**config.mk**
```make
export PLATFORM = sky130hd
export DESIGN_NAME = pipe_hazard_ctrl
export DESIGN_NICKNAME = d
export VERILOG_FILES = /design/src/rtl/pipe_hazard_ctrl.sv
export SDC_FILE = /design/constraint.sdc
export NUM_CORES = 1
export LEC_CHECK = 0
export CORE_MARGIN = 2
export CORE_UTILIZATION = 48
export DETAILED_ROUTE_END_ITERATION = 10
export PLACE_DENSITY_LB_ADDON = 0.12
export SYNTH_ARGS = -nofsm -noshare
export SYNTH_HDL_FRONTEND = slang
export SYNTH_SLANG_ARGS = --single-unit
```
**constraint.sdc**
```tcl
create_clock -name clk -period 2.1 [get_ports clk]
set_input_delay 0.315 -clock clk [delete_from_list [all_inputs] [get_ports clk]]
set_output_delay 0.315 -clock clk [all_outputs]
set_load 0.02 [all_outputs]
```
**src/rtl/pipe_hazard_ctrl.sv**
```systemverilog
// -----------------------------------------------------------------------------
// pipe_hazard_ctrl
// Hazard and sequencing controller for a 5-stage RISC-V pipeline. It arbitrates,
// in fixed priority order (reset > memory wait > taken redirect > load-use),
// between the following hazard sources:
//   - data-memory wait states,
//   - taken branch/jump redirects, which flush the wrong-path decode slot,
//   - load-use hazards, which insert one bubble.
// It also keeps a saturating stall-cycle counter and a sticky memory-timeout
// flag.
//
// Ports:
//   clk, rst                  clock, synchronous active-high reset
//   id_valid, id_rs1/rs2,     decode-stage instruction and its source operands
//   id_uses_rs1/rs2
//   ex_valid, ex_rd,          execute-stage instruction, destination register,
//   ex_is_load,               load flag and resolved branch/jump outcome
//   ex_branch_taken
//   mem_busy                  data memory not ready this cycle
//   fetch_ready/fetch_stall/  fetch controls (load PC/IR, drop valid,
//   redirect_valid            take ALU target)
//   id_hold/id_bubble/        decode controls (keep, insert NOP, kill)
//   flush_id
//   state                     RUN=0, FLUSH=1, MEM_WAIT=2
//   stall_cycles              saturating count of cycles with fetch_ready=0
//   err_timeout               sticky: memory stayed busy beyond MEM_WAIT_MAX
// -----------------------------------------------------------------------------
module pipe_hazard_ctrl #(
  parameter int unsigned FLUSH_DEPTH  = 2,
  parameter int unsigned MEM_WAIT_MAX = 15
) (
  input  logic        clk,
  input  logic        rst,
  input  logic        id_valid,
  input  logic [4:0]  id_rs1,
  input  logic [4:0]  id_rs2,
  input  logic        id_uses_rs1,
  input  logic        id_uses_rs2,
  input  logic        ex_valid,
  input  logic [4:0]  ex_rd,
  input  logic        ex_is_load,
  input  logic        ex_branch_taken,
  input  logic        mem_busy,
  output logic        fetch_ready,
  output logic        fetch_stall,
  output logic        redirect_valid,
  output logic        id_hold,
  output logic        id_bubble,
  output logic        flush_id,
  output logic [1:0]  state,
  output logic [15:0] stall_cycles,
  output logic        err_timeout
);

  typedef enum logic [1:0] {
    ST_RUN      = 2'd0,
    ST_FLUSH    = 2'd1,
    ST_MEM_WAIT = 2'd2
  } state_e;

  localparam logic [2:0] FLUSH_INIT = 3'(FLUSH_DEPTH - 32'd1);
  localparam logic [7:0] WAIT_LIMIT = 8'(MEM_WAIT_MAX);

  state_e      state_q, state_d;
  state_e      ret_q, ret_d;
  logic [2:0]  flush_cnt_q, flush_cnt_d;
  logic [7:0]  wait_cnt_q, wait_cnt_d;
  logic [15:0] stall_q, stall_d;
  logic        err_q, err_d;

  logic load_use_s;
  logic taken_s;
  logic fetch_ready_s, fetch_stall_s, redirect_valid_s;
  logic id_hold_s, id_bubble_s, flush_id_s;

  // A load in execute whose (non-x0) destination feeds a decode operand.
  assign load_use_s = id_valid & ex_valid & ex_is_load & (ex_rd != 5'd0) &
                      ((id_uses_rs1 & (id_rs1 == ex_rd)) |
                       (id_uses_rs2 & (id_rs2 == ex_rd)));

  // Redirects are only honoured in RUN; in FLUSH the execute slot is wrong-path.
  assign taken_s = ex_valid & ex_branch_taken & (state_q == ST_RUN);

  // Next-state and control-output decode.
  always_comb begin
    state_d          = state_q;
    ret_d            = ret_q;
    flush_cnt_d      = flush_cnt_q;
    wait_cnt_d       = wait_cnt_q;
    err_d            = err_q;
    fetch_ready_s    = 1'b0;
    fetch_stall_s    = 1'b0;
    redirect_valid_s = 1'b0;
    id_hold_s        = 1'b0;
    id_bubble_s      = 1'b0;
    flush_id_s       = 1'b0;

    case (state_q)
      ST_RUN: begin
        if (mem_busy) begin
          fetch_stall_s = 1'b1;
          id_hold_s     = 1'b1;
          state_d       = ST_MEM_WAIT;
          ret_d         = ST_RUN;
          wait_cnt_d    = 8'd1;
        end else if (taken_s) begin
          redirect_valid_s = 1'b1;
          fetch_ready_s    = 1'b1;
          fetch_stall_s    = 1'b1;
          flush_id_s       = 1'b1;
          id_bubble_s      = 1'b1;
          if (FLUSH_DEPTH > 32'd1) begin
            state_d     = ST_FLUSH;
            flush_cnt_d = FLUSH_INIT;
          end else begin
            state_d = ST_RUN;
          end
        end else if (load_use_s) begin
          fetch_stall_s = 1'b1;
          id_hold_s     = 1'b1;
          id_bubble_s   = 1'b1;
        end else begin
          fetch_ready_s = 1'b1;
        end
      end

      ST_FLUSH: begin
        flush_id_s    = 1'b1;
        id_bubble_s   = 1'b1;
        fetch_ready_s = 1'b1;
        fetch_stall_s = 1'b1;
        if (mem_busy) begin
          // Park the flush with its remaining count frozen.
          state_d    = ST_MEM_WAIT;
          ret_d      = ST_FLUSH;
          wait_cnt_d = 8'd1;
        end else if (flush_cnt_q <= 3'd1) begin
          state_d     = ST_RUN;
          flush_cnt_d = 3'd0;
        end else begin
          flush_cnt_d = flush_cnt_q - 3'd1;
        end
      end

      ST_MEM_WAIT: begin
        fetch_stall_s = 1'b1;
        id_hold_s     = 1'b1;
        if (mem_busy) begin
          if (wait_cnt_q != 8'hFF) begin
            wait_cnt_d = wait_cnt_q + 8'd1;
          end else begin
            wait_cnt_d = wait_cnt_q;
          end
          // wait_cnt_q already counts MEM_WAIT_MAX busy cycles: one more is too many.
          if (wait_cnt_q >= WAIT_LIMIT) begin
            err_d = 1'b1;
          end else begin
            err_d = err_q;
          end
        end else begin
          state_d    = ret_q;
          wait_cnt_d = 8'd0;
        end
      end

      default: begin
        state_d     = ST_RUN;
        ret_d       = ST_RUN;
        flush_cnt_d = 3'd0;
        wait_cnt_d  = 8'd0;
      end
    endcase

    if (!fetch_ready_s && (stall_q != 16'hFFFF)) begin
      stall_d = stall_q + 16'd1;
    end else begin
      stall_d = stall_q;
    end
  end

  // State and counter registers.
  always_ff @(posedge clk) begin
    if (rst) begin
      state_q     <= ST_RUN;
      ret_q       <= ST_RUN;
      flush_cnt_q <= 3'd0;
      wait_cnt_q  <= 8'd0;
      stall_q     <= 16'd0;
      err_q       <= 1'b0;
    end else begin
      state_q     <= state_d;
      ret_q       <= ret_d;
      flush_cnt_q <= flush_cnt_d;
      wait_cnt_q  <= wait_cnt_d;
      stall_q     <= stall_d;
      err_q       <= err_d;
    end
  end

  // While reset is held the pipeline is frozen with fetch invalidated.
  assign fetch_ready    = rst ? 1'b0 : fetch_ready_s;
  assign fetch_stall    = rst ? 1'b1 : fetch_stall_s;
  assign redirect_valid = rst ? 1'b0 : redirect_valid_s;
  assign id_hold        = rst ? 1'b0 : id_hold_s;
  assign id_bubble      = rst ? 1'b0 : id_bubble_s;
  assign flush_id       = rst ? 1'b0 : flush_id_s;
  assign state          = state_q;
  assign stall_cycles   = stall_q;
  assign err_timeout    = err_q;

endmodule

```
# Word-level counts from Yosys, hierarchy flattened
# Cells that the tools add are included.
[op_classes]
addsub = 3
magnitude_cmp = 2
n_eq_ne = 16
mux = 41
bitwise = 10
n_reduce_logical = 11
[op_table]
columns = ["cell", "count"]
rows = [
  ["2-to-1 mux 8 bit", 3],
  ["2-to-1 mux 1 bit", 18],
  ["adder 16 x 1 -> 16 bit (second input constant)", 1],
  ["!= test 16 bit (second input constant)", 1],
  ["case mux 8 bit (2 select lines)", 1],
  ["2-to-1 mux 2 bit", 7],
  ["2-to-1 mux 3 bit", 4],
  ["!= test 2 bit (second input constant)", 6],
  ["case mux 2 bit (3 select lines)", 2],
  ["== test 5 bit", 2],
  ["case mux 1 bit (2 select lines)", 5],
  ["!= test 3 bit (second input constant)", 3],
  ["case mux 3 bit (3 select lines)", 1],
  ["AND reduction 3 bit", 3],
  ["adder 8 x 1 -> 8 bit (second input constant)", 1],
  ["AND 1 bit", 8],
  ["greater-or-equal comparator 8 x 4 -> 1 bit (second input constant)", 1],
  ["!= test 8 bit (second input constant)", 1],
  ["nonzero test 5 bit", 1],
  ["AND reduction 4 bit", 1],
  ["OR reduction 2 bit", 2],
  ["<= comparator 3 x 1 -> 1 bit (second input constant)", 1],
  ["subtractor 3 x 1 -> 3 bit (second input constant)", 1],
  ["== test 2 x 1 -> 1 bit (second input constant)", 1],
  ["other kinds (8)", 8],
]
[totals]
register_bits = 32
inputBits = 24
word_cells = 89

# Logic depth before layout (Yosys ltp)
# Gate-level depths: netlist (run 1).
[logic_depth]
ltp_word = 10
mapped_depth = 9
ltp_nobuf = 9

# Least setup slack after synthesis (run 1)
# No wires, ideal clock.
[synth_path]
path_kind = "register -> register"
from = "reg state_q[1] (netlist: state[1])"
to = "reg wait_cnt_q[7]"
arrival_time_ns = 1.917
required_time_ns = 1.980
slack_ns = 0.064
stages_incl_launch_ff = 10
n_path_buf = 0
period_less_slack_ns = 2.036
path_cell_list = "dfxtp_1 -> inv_1 -> ha_1 -> nor2_1 -> o32a_1 -> nand4_1 -> nor2_1 -> nand3_1 -> xor2_1 -> nor2_1"
[synth_between]
elab_chain_len = 4
[synth_rtl]
columns = ["item", "line", "text"]
rows = [
  ["start: declaration", "64", "state_e state_q, state_d;"],
  ["start signal: assignment", "191", "state_q <= state_d;"],
  ["== test 2 x 1 -> 1 bit / zero test 2 bit (equally long branches)", "98", "case (state_q)"],
  ["OR reduction 2 bit (no line)", "--", ""],
  ["!= test 2 x 1 -> 1 bit (no line)", "--", ""],
  ["AND reduction 2 bit (no line)", "--", ""],
  ["end signal: assignment", "194", "wait_cnt_q <= wait_cnt_d;"],
  ["end: declaration", "67", "logic [7:0] wait_cnt_q, wait_cnt_d;"],
]
# Parallel ways exist; a longest one is shown, timed or not.
# A chain may end at the register's enable or synchronous reset.

# Worst setup path in the final report (run 1)
[layout_path]
from = "in ex_valid"
to = "out redirect_valid"
[layout_between]
elab_chain_len = 6
[layout_rtl]
columns = ["item", "line", "text"]
rows = [
  ["start: declaration", "39", "input logic ex_valid,"],
  ["AND 1 bit (2 in a row)", "82", "assign taken_s = ex_valid & ex_branch_taken & (state_q == ST_RUN);"],
  ["2-to-1 mux 1 bit", "106", "end else if (taken_s) begin"],
  ["2-to-1 mux 1 bit", "100", "if (mem_busy) begin"],
  ["2-to-1 mux 1 bit", "98", ""],
  ["2-to-1 mux 1 bit", "203", "assign redirect_valid = rst ? 1'b0 : redirect_valid_s;"],
  ["end: declaration", "46", "output logic redirect_valid,"],
]
# No other way between the ends.

==> results of run 1 <==
==> worst min path at each step <==
stage	cells past startpoint	to	slack (ns)
after global placement	2	err_timeout	0.45
after global routing	2	err_timeout	0.50
final	2	wait_cnt_q[1]	0.47
after floorplan	2	wait_cnt_q[1]	0.45
after CTS	2	wait_cnt_q[1]	0.47
after detailed placement	2	wait_cnt_q[1]	0.46
==> cells in the final DEF (no fill, tap or decap), drive strengths merged, types with 2 or more instances in the layout <==
master	Yosys	layout
nand3b	2	2
buf	1	35
nor2	32	32
inv	7	7
dlymetal6s2s	1	10
clkdlybuf4s50	0	27
or4	2	2
nand3	10	10
nand4b	1	2
nand2	18	18
ha	9	9
nand4	9	9
o21bai	4	4
a21oi	22	22
or3	4	4
xor2	11	11
xnor2	12	12
clkbuf	3	8
nand2b	2	2
o31ai	2	2
and3	6	6
dlygate4sd2	0	4
dfxtp	31	31
mux2i	2	2
o21ai	9	9
nor3	5	5
==> tightest hold or removal path, cell delays in order, from the launching register on <==
cell     delay (ns)
dfxtp_1        0.32
nand2_1        0.05
a21oi_1        0.05
==> where the power goes <==
part / internal, mW / total (mW) / switching [mW]
Clock: 0.257 / 0.481 / 0.225
Sequential: 0.614 / 0.637 / 0.0225
Combinational: 0.241 / 0.481 / 0.240
==> sequential cells by signal (all words and copies together) (netlist names) <==
register,cells
wait_cnt_q,8
ret_q,1
state,2
err_timeout,1
flush_cnt_q,3
stall_cycles,16
==> stage by stage <==
stage / instances / hold slack, ns / utilization
2_1_floorplan: 219 / 0.4537 / -
3_3_place_gp: 335 / 0.4526 / 0.6894
3_5_place_dp: 335 / 0.4648 / 0.6894
4_1_cts: 343 / 0.4734 / 0.7138
5_1_grt: 349 / 0.5036 / 0.7431
6_report: 349 / 0.4697 / 0.7431
==> metal layers <==
metal | up-vias | wire length, um | global-route usage
li1 | 945 | - | -
met3 | 8 | 206 | 0.05479
met2 | 47 | 2163 | 0.3750
met1 | 839 | 2126 | 0.2970
met5 | - | 0 | 0
met4 | 0 | 72 | 0.1068
==> what timing repair did <==
action / CTS / global route
gates resized for setup: 27 / 24
pin swaps: 1 / 20
endpoints found under the setup margin: 11 / 18
setup buffers: 0 / 6
gates cloned: 1 / 0
hold buffers: 0 / 0
==> layout make-up <==
cell class	instances	area (sq um)	share of cell area
multi-input combinational	177	1194	0.4421
inverter	7	26.28	0.009731
sequential	31	620.6	0.2298
clock buffer	6	82.58	0.03058
tap	48	60.06	0.02224
timing repair buffer	79	711.9	0.2637
clock inverter	1	5.005	0.001854
==> cells by family (layout without fill, tap and decap cells) <==
group                      count (synthesis)  count (layout)  share of synthesized area
and+or+nand+nor                           94              95                     0.2682
AOI/OAI and AO/OA                         48              48                     0.1726
DFF                                       31              31                     0.3437
xor gates and xnor gates                  23              23                     0.1116
buffers and inverters                     12              93                    0.03049
adders and majority gates                  9               9                    0.06237
muxes                                      2               2                    0.01109
==> flow_summary.toml, run 1 <==
[timing]
worst_slew_pin_slew_ns = 0.4752
finalMaxSlewViolations = 0
fmax_ghz = 0.5008
period_share = 0.9508
relSlewSlack = 0.6805
fin_ws_ns = 0.1033
period_needed_ns = 1.997
finalClockSkew_ns = 0.004694
final.setup.tns_ns = 0
finalSetupViolCount = 0
hold_viol = 0

[job]
drv_cap = 0

[clock_tree]
cts_sinks = 31
clockBufferDepth = 2
clk_latency_ns = 0.29
htreeDepth = 2
tritoncts = "done"
root_buffer = "clkbuf_8"
cts_buffers = 5
clk_pin_slew_ns = 0.06

[setup_path]
slowest_delay_ns = 0.48
r2r_cells = 10
critPathRequiredTime_ns = 1.78
cp-start-kind = "input port"
worstReg2RegEnd = "wait_cnt_q[7]"
r2r_start = "state[0]"
crit_type = "in2out"
worst_ep_arrival_time_ns = 1.68
cpLargestDelayFamily = "buffers and inverters"
critical_path_depth = 6
path_cells = "clkdlybuf4s50_1 -> buf_4 -> nand2_1 -> nor3_2 -> buf_4 -> dlygate4sd2_1"
cpMostUsedCell = "buf_4"
slowest_stage = "clkdlybuf4s50_1"
path_buf_inv = 4
r2r_slack_ns = 0.17
crit_start = "ex_valid"
cp-end-kind = "output port"
worst-path-max-fanout = 4
endpoint = "redirect_valid"

[yosys]
syn_inst = 219
synth_area_leader_cell = "dfxtp_1"
ys_types = 43
synth.area.top_cells = "dfxtp_1, nor2_1, ha_1, a21oi_1, xnor2_1"
synthTopCellsByCount = "nor2_1, dfxtp_1, a21oi_1"
avgSynthCellArea_sq_um = 8.244
yosysMostFrequentCell = "nor2_1"
synth.net_count = 252
synth_area_sq_um = 1805
synth_edf_count = 0
synth_ff_type = "dfxtp_1"
yosysWarnings = 0
ys_ff_latch = 31
ys_seq_area_frac = 0.3437
synth.top_cell.area_share = 0.3437
synthArstFlopShare = 0

[cells_and_area]
area_growth_pct = 49.55
drive_gt1_frac = 0.2093
n_fill_cell = 298
stdcell_area_sq_um = 2700
nets = 334
diodes = 0

[detailed_routing]
drtPass1Iterations = 4
drcViolationCount = 0
drt-total-wl_um = 4569
vias = 1839
postRouteAntennaNets = 0
wl_per_cell_um = 13.09
via_per_inst = 5.269
first_iter_violations = 147

[placement]
placed_cell_area_sq_um = 2505
place_ws_ns = -0.6013
dp_hpwl_um = 3299
io_buffers = 48
gp_congestion = 0.8067

[global_routing]
overflow = 0
grt_pass1_vias = 1809
grt_pass1_wl_um = 7748
grt_use_total = 0.2337
grt_max_degree = 20
antenna_found_initial = 0

[power_and_ir_drop]
ir_worst_vdd_mv = 0.3788
power.density_nw_per_um2 = 592.1
p_total_mw = 1.599
power_leakage_nw = 1.143

[die]
ioPinCount = 49
die_h_um = 65.33
coreArea_sq_um = 3633
die_w_um = 65.33
dieArea_sq_um = 4268
initial_core_util = 0.4969
rows = 22

[status]
outcome = "finished, final reports clean"

[worst_hold_path]
hp-class = "reg2reg"
min-delay-start = "wait_cnt_q[1]"
No activity file was read; power rests on OpenSTA's default activity.
==> run 2, diff against run 1 <==
- CORE_UTILIZATION: 48 -> 50
- CTS_BUF_LIST: unset -> sky130_fd_sc_hd__clkbuf_8
- TNS_END_PERCENT: unset -> 10
==> flow_summary.toml, run 2 (synthesis results as in run 1) <==
[cells_and_area]
n_fill_cell = 241
nets = 333
drive_gt1_frac = 0.2060
diodes = 0
layout_common_cells = "buf_4, dfxtp_1, nor2_1, clkdlybuf4s50_1, a21oi_1"
largest_register_ff_count = 16
multi_input_comb_area_sq_um = 1179
final_cells = 347
area_growth_pct = 49.90
layout_commonest_cell = "buf_4"
seq_area_sq_um = 620.6

[detailed_routing]
vias = 1831
drcViolationCount = 0
drt-total-wl_um = 4780
via_per_inst = 5.277
drtPass1Iterations = 4
wl_per_cell_um = 13.78
postRouteAntennaNets = 0
first_iter_violations = 65

[clock_tree]
clk_pin_slew_ns = 0.06
htreeDepth = 2
tritoncts = "done"
hold_buffers = 0
cts_sinks = 31
clockBufferDepth = 2
clk_latency_ns = 0.28
root_buffer = "clkbuf_8"
cts_buffers = 5

[setup_path]
worst-path-max-fanout = 7
crit_type = "in2reg"
critPathRequiredTime_ns = 2.27
cp-start-kind = "input port"
slowest_delay_ns = 0.47
cpLargestDelayFamily = "buffers and inverters"
path_cells = "clkdlybuf4s50_1 -> xnor2_1 -> nand4_1 -> o22ai_2 -> buf_4 -> a31o_4 -> buf_6 -> nand4b_4 -> buf_6 -> o21a_1 -> o21ba_1"
cpMostUsedCell = "buf_6"
path_buf_inv = 4
worst_ep_arrival_time_ns = 2.27
cp-end-kind = "register"
slowest_stage = "clkdlybuf4s50_1"

[power_and_ir_drop]
sw_frac_of_total = 0.2931
power_leakage_nw = 1.113
p_int_mw = 1.144
ir_worst_vdd_mv = 0.5510
pwr-share-clk = 0.312
p_comb_frac = 0.294
power_switching_uw = 474.4
p_total_mw = 1.619
power.density_nw_per_um2 = 598.1
power_frac_seq = 0.394

[timing]
period_share = 0.9970
grt_setup_unrepaired = "true"
holdWs_ns = 0.4831
relSlewSlack = 0.7586
worst_slew_pin_slew_ns = 0.3610
finalClockSkew_ns = 0.005993
finalSetupViolCount = 0
fmax_ghz = 0.4776
period_needed_ns = 2.094
hold_viol = 0
finalMaxSlewViolations = 0

[placement]
gp_congestion = 0.7989
io_buffers = 48
dp.cells = 336
dp_hpwl_um = 3432

[worst_hold_path]
hp-class = "reg2reg"

[die]
rows = 21
initial_core_util = 0.5327
ioPinCount = 49
coreArea_sq_um = 3390
die_h_um = 64.09
die_w_um = 64.09
dieArea_sq_um = 4108

[global_routing]
grt_use_total = 0.2271
grt_pass1_wl_um = 7410
grt_max_degree = 13
grt_pass1_vias = 1699
overflow = 0
antenna_found_initial = 0

[status]
outcome = "finished, final reports clean"

[job]
drv_cap = 0
run 2: cell count changes in the layout (fill, tap and decap cells not counted), sizes merged:
cell	previous run	this run
dlymetal6s2s	10	6
clkdlybuf4s50	27	30
dlygate4sd2	4	6
buf	35	36
clkdlybuf4s15	1	0
clkinv	1	0
inv	7	8
nand4b	2	1
run 2: timing repair:
item,4_1_cts,5_1_grt
pin swaps,1,12
buffers inserted,0,3
setup endpoints to repair,11,14
resized for setup,26,23
run 2: power groups by stage:
stage	Clock [mW]	Sequential [mW]	Combinational, mW
2_1_floorplan	0	0.671	0.218
3_3_place_gp	0	0.649	0.460
3_5_place_dp	0	0.649	0.466
4_1_cts	0.524	0.637	0.460
5_1_grt	0.542	0.640	0.519
6_report	0.505	0.637	0.476
run 2: layout make-up:
type                            count  area share
Tap cell                           46     0.02127
Clock inverter                      1    0.001387
Sequential cell                    31      0.2293
Timing Repair Buffer               79      0.2672
Clock buffer                        7     0.03560
Inverter                            7    0.009709
Multi-Input combinational cell    176      0.4355
run 2: worst min-delay path: cells and delay by family (launching register included):
family,cells,cell delay (ns)
DFF,1,0.32
and+or+nand+nor,1,0.06
AOI/OAI and AO/OA,1,0.06
run 2: per-layer routing:
layer / GRT usage / up-vias / share of wire
met4: 0.07979 / 0 / 0.0084
met2: 0.3854 / 44 / 0.48
li1: - / 940 / -
met5: 0 / - / 0
met1: 0.2777 / 843 / 0.45
met3: 0.05810 / 4 / 0.054
run 2: per-stage QoR:
step | area [sq um] | TNS, ns | setup WS, ns | utilization
after floorplan | 1805 | 0 | 0.06355 | -
after global placement | 2537 | -5.962 | -0.5359 | 0.7486
after detailed placement | 2537 | -7.464 | -0.5912 | 0.7486
after CTS | 2625 | -0.2807 | -0.1071 | 0.7745
after global routing | 2706 | -0.3450 | -0.07211 | 0.7985
final | 2706 | 0 | 0.006276 | 0.7985
run 2: final timing paths:
check,cells past startpoint,slack [ns],startpoint,endpoint
setup / recovery,11,0.006,id_rs2[0],stall_cycles[15]
hold / removal,2,0.48,wait_cnt_q[1],wait_cnt_q[1]
setup reg to reg,8,0.10,stall_cycles[9],stall_cycles[15]
hold reg to reg,2,0.48,wait_cnt_q[1],wait_cnt_q[1]
==> run 3, diff against run 2 <==
- TNS_END_PERCENT: 10 -> 30
==> flow_summary.toml, run 3 (synthesis results as in run 1) <==
[status]
outcome = "finished, final reports clean"

[timing]
finalSetupViolCount = 0
finalClockSkew_ns = 0.005544
finalMaxSlewViolations = 0
relSlewSlack = 0.7635
period_share = 0.9815
period_needed_ns = 2.061
fmax_ghz = 0.4852
hold_viol = 0
worst_slew_pin_slew_ns = 0.3537

[die]
coreArea_sq_um = 3390
ioPinCount = 49
initial_core_util = 0.5327
rows = 21
die_w_um = 64.09
dieArea_sq_um = 4108
die_h_um = 64.09

[power_and_ir_drop]
power_frac_seq = 0.393
power_switching_uw = 475.1
p_comb_frac = 0.294
pwr-share-clk = 0.312
p_int_mw = 1.145
ir_worst_vdd_mv = 0.5486
sw_frac_of_total = 0.2933
power.density_nw_per_um2 = 594.9
power_leakage_nw = 1.139

[cells_and_area]
diodes = 0
largest_register_ff_count = 16
utilization = 0.8032
seq_area_sq_um = 620.6
multi_input_comb_area_sq_um = 1179
area_growth_pct = 50.80
drive_gt1_frac = 0.2112
layout_commonest_cell = "buf_4"
nets = 335
stdcell_area_sq_um = 2723
n_fill_cell = 239
layout_common_cells = "buf_4, dfxtp_1, nor2_1"

[setup_path]
critPathRequiredTime_ns = 2.31
crit_type = "in2reg"
worst-path-max-fanout = 7
worst_ep_arrival_time_ns = 2.27
cp-start-kind = "input port"
path_cells = "dlygate4sd2_1 -> xnor2_1 -> nand4_1 -> o22ai_2 -> buf_4 -> a31o_4 -> buf_6 -> nand4b_4 -> or3_1 -> a21oi_1"
slowest_stage = "or3_1"
r2r_slack_ns = 0.10
cp-end-kind = "register"
slowest_delay_ns = 0.35

[detailed_routing]
drtPass1Iterations = 5
drcViolationCount = 0
first_iter_violations = 63
wl_per_cell_um = 13.79
vias = 1871
drt-total-wl_um = 4812
via_per_inst = 5.361
postRouteAntennaNets = 0

[clock_tree]
clockBufferDepth = 2
tritoncts = "done"
cts_sinks = 31
root_buffer = "clkbuf_8"
clk_latency_ns = 0.28
cts_buffers = 5
hold_buffers = 0
htreeDepth = 2
clk_pin_slew_ns = 0.06

[worst_hold_path]
hp-class = "reg2reg"

[global_routing]
overflow = 0
grt_use_total = 0.2271
grt_pass1_wl_um = 7410
grt_pass1_vias = 1699
grt_max_degree = 13
antenna_found_initial = 0

[placement]
gp_congestion = 0.7989
placed_cell_area_sq_um = 2537
dp_hpwl_um = 3432
io_buffers = 48

[job]
drv_cap = 0
==> run 3: final cells by class <==
cell class,count,share of cell area
timing repair buffer,81,0.2716
inverter,7,0.009651
tap,46,0.02114
sequential,31,0.2279
clock inverter,1,0.001379
multi-input combinational,176,0.4329
clock buffer,7,0.03539
==> run 3: metal layers <==
metal / vias to the layer above / share of wire / track usage / wire length, um
li1: 944 / - / - / -
met1: 863 / 0.45 / 0.2777 / 2158
met2: 55 / 0.48 / 0.3854 / 2328
met3: 9 / 0.051 / 0.05810 / 246
met4: 0 / 0.016 / 0.07979 / 79
met5: - / 0 / 0 / 0
==> run 3: critical path: cells and delay by family <==
kind / cells / cell delay (ns)
buffers and inverters: 3 / 0.57
xor gates and xnor gates: 1 / 0.18
and+or+nand+nor: 3 / 0.64
AOI/OAI and AO/OA: 3 / 0.55
==> run 3: what timing repair did <==
item | in CTS | in global routing
gates cloned | 0 | 0
pin swaps | 1 | 18
setup endpoints to repair | 11 | 14
setup buffers | 0 | 5
resized for setup | 28 | 22
endpoints found under the hold margin | 0 | 0
==> run 3: final timing paths <==
| kind | from | endpoint | cells after the start |
|---|---|---|---|
| hold reg to reg | wait_cnt_q[1] | wait_cnt_q[1] | 2 |
| setup reg to reg | state[0] | stall_cycles[13] | 7 |
| hold / removal | wait_cnt_q[1] | wait_cnt_q[1] | 2 |
| setup / recovery | ex_rd[4] | stall_cycles[13] | 10 |
==> run 3: power groups by stage <==
stage          sequential, mW  clock (mW)  combinational (mW)
4_1_cts                 0.637       0.524               0.460
5_1_grt                 0.640       0.543               0.521
3_3_place_gp            0.649           0               0.460
2_1_floorplan           0.671           0               0.218
3_5_place_dp            0.649           0               0.466
6_report                0.637       0.505               0.477
==> run 3: through the flow <==
stage	cells	total power [mW]	setup slack, ns	setup TNS [ns]	hold WS [ns]
final	349	1.620	0.03893	0	0.4787
after global routing	349	1.704	-0.05509	-0.2166	0.4992
after CTS	344	1.620	-0.04257	-0.1063	0.4771
after detailed placement	336	1.115	-0.5912	-7.464	0.4692
after global placement	336	1.109	-0.5359	-5.962	0.4648
after floorplan	219	0.8885	0.06355	0	0.4537
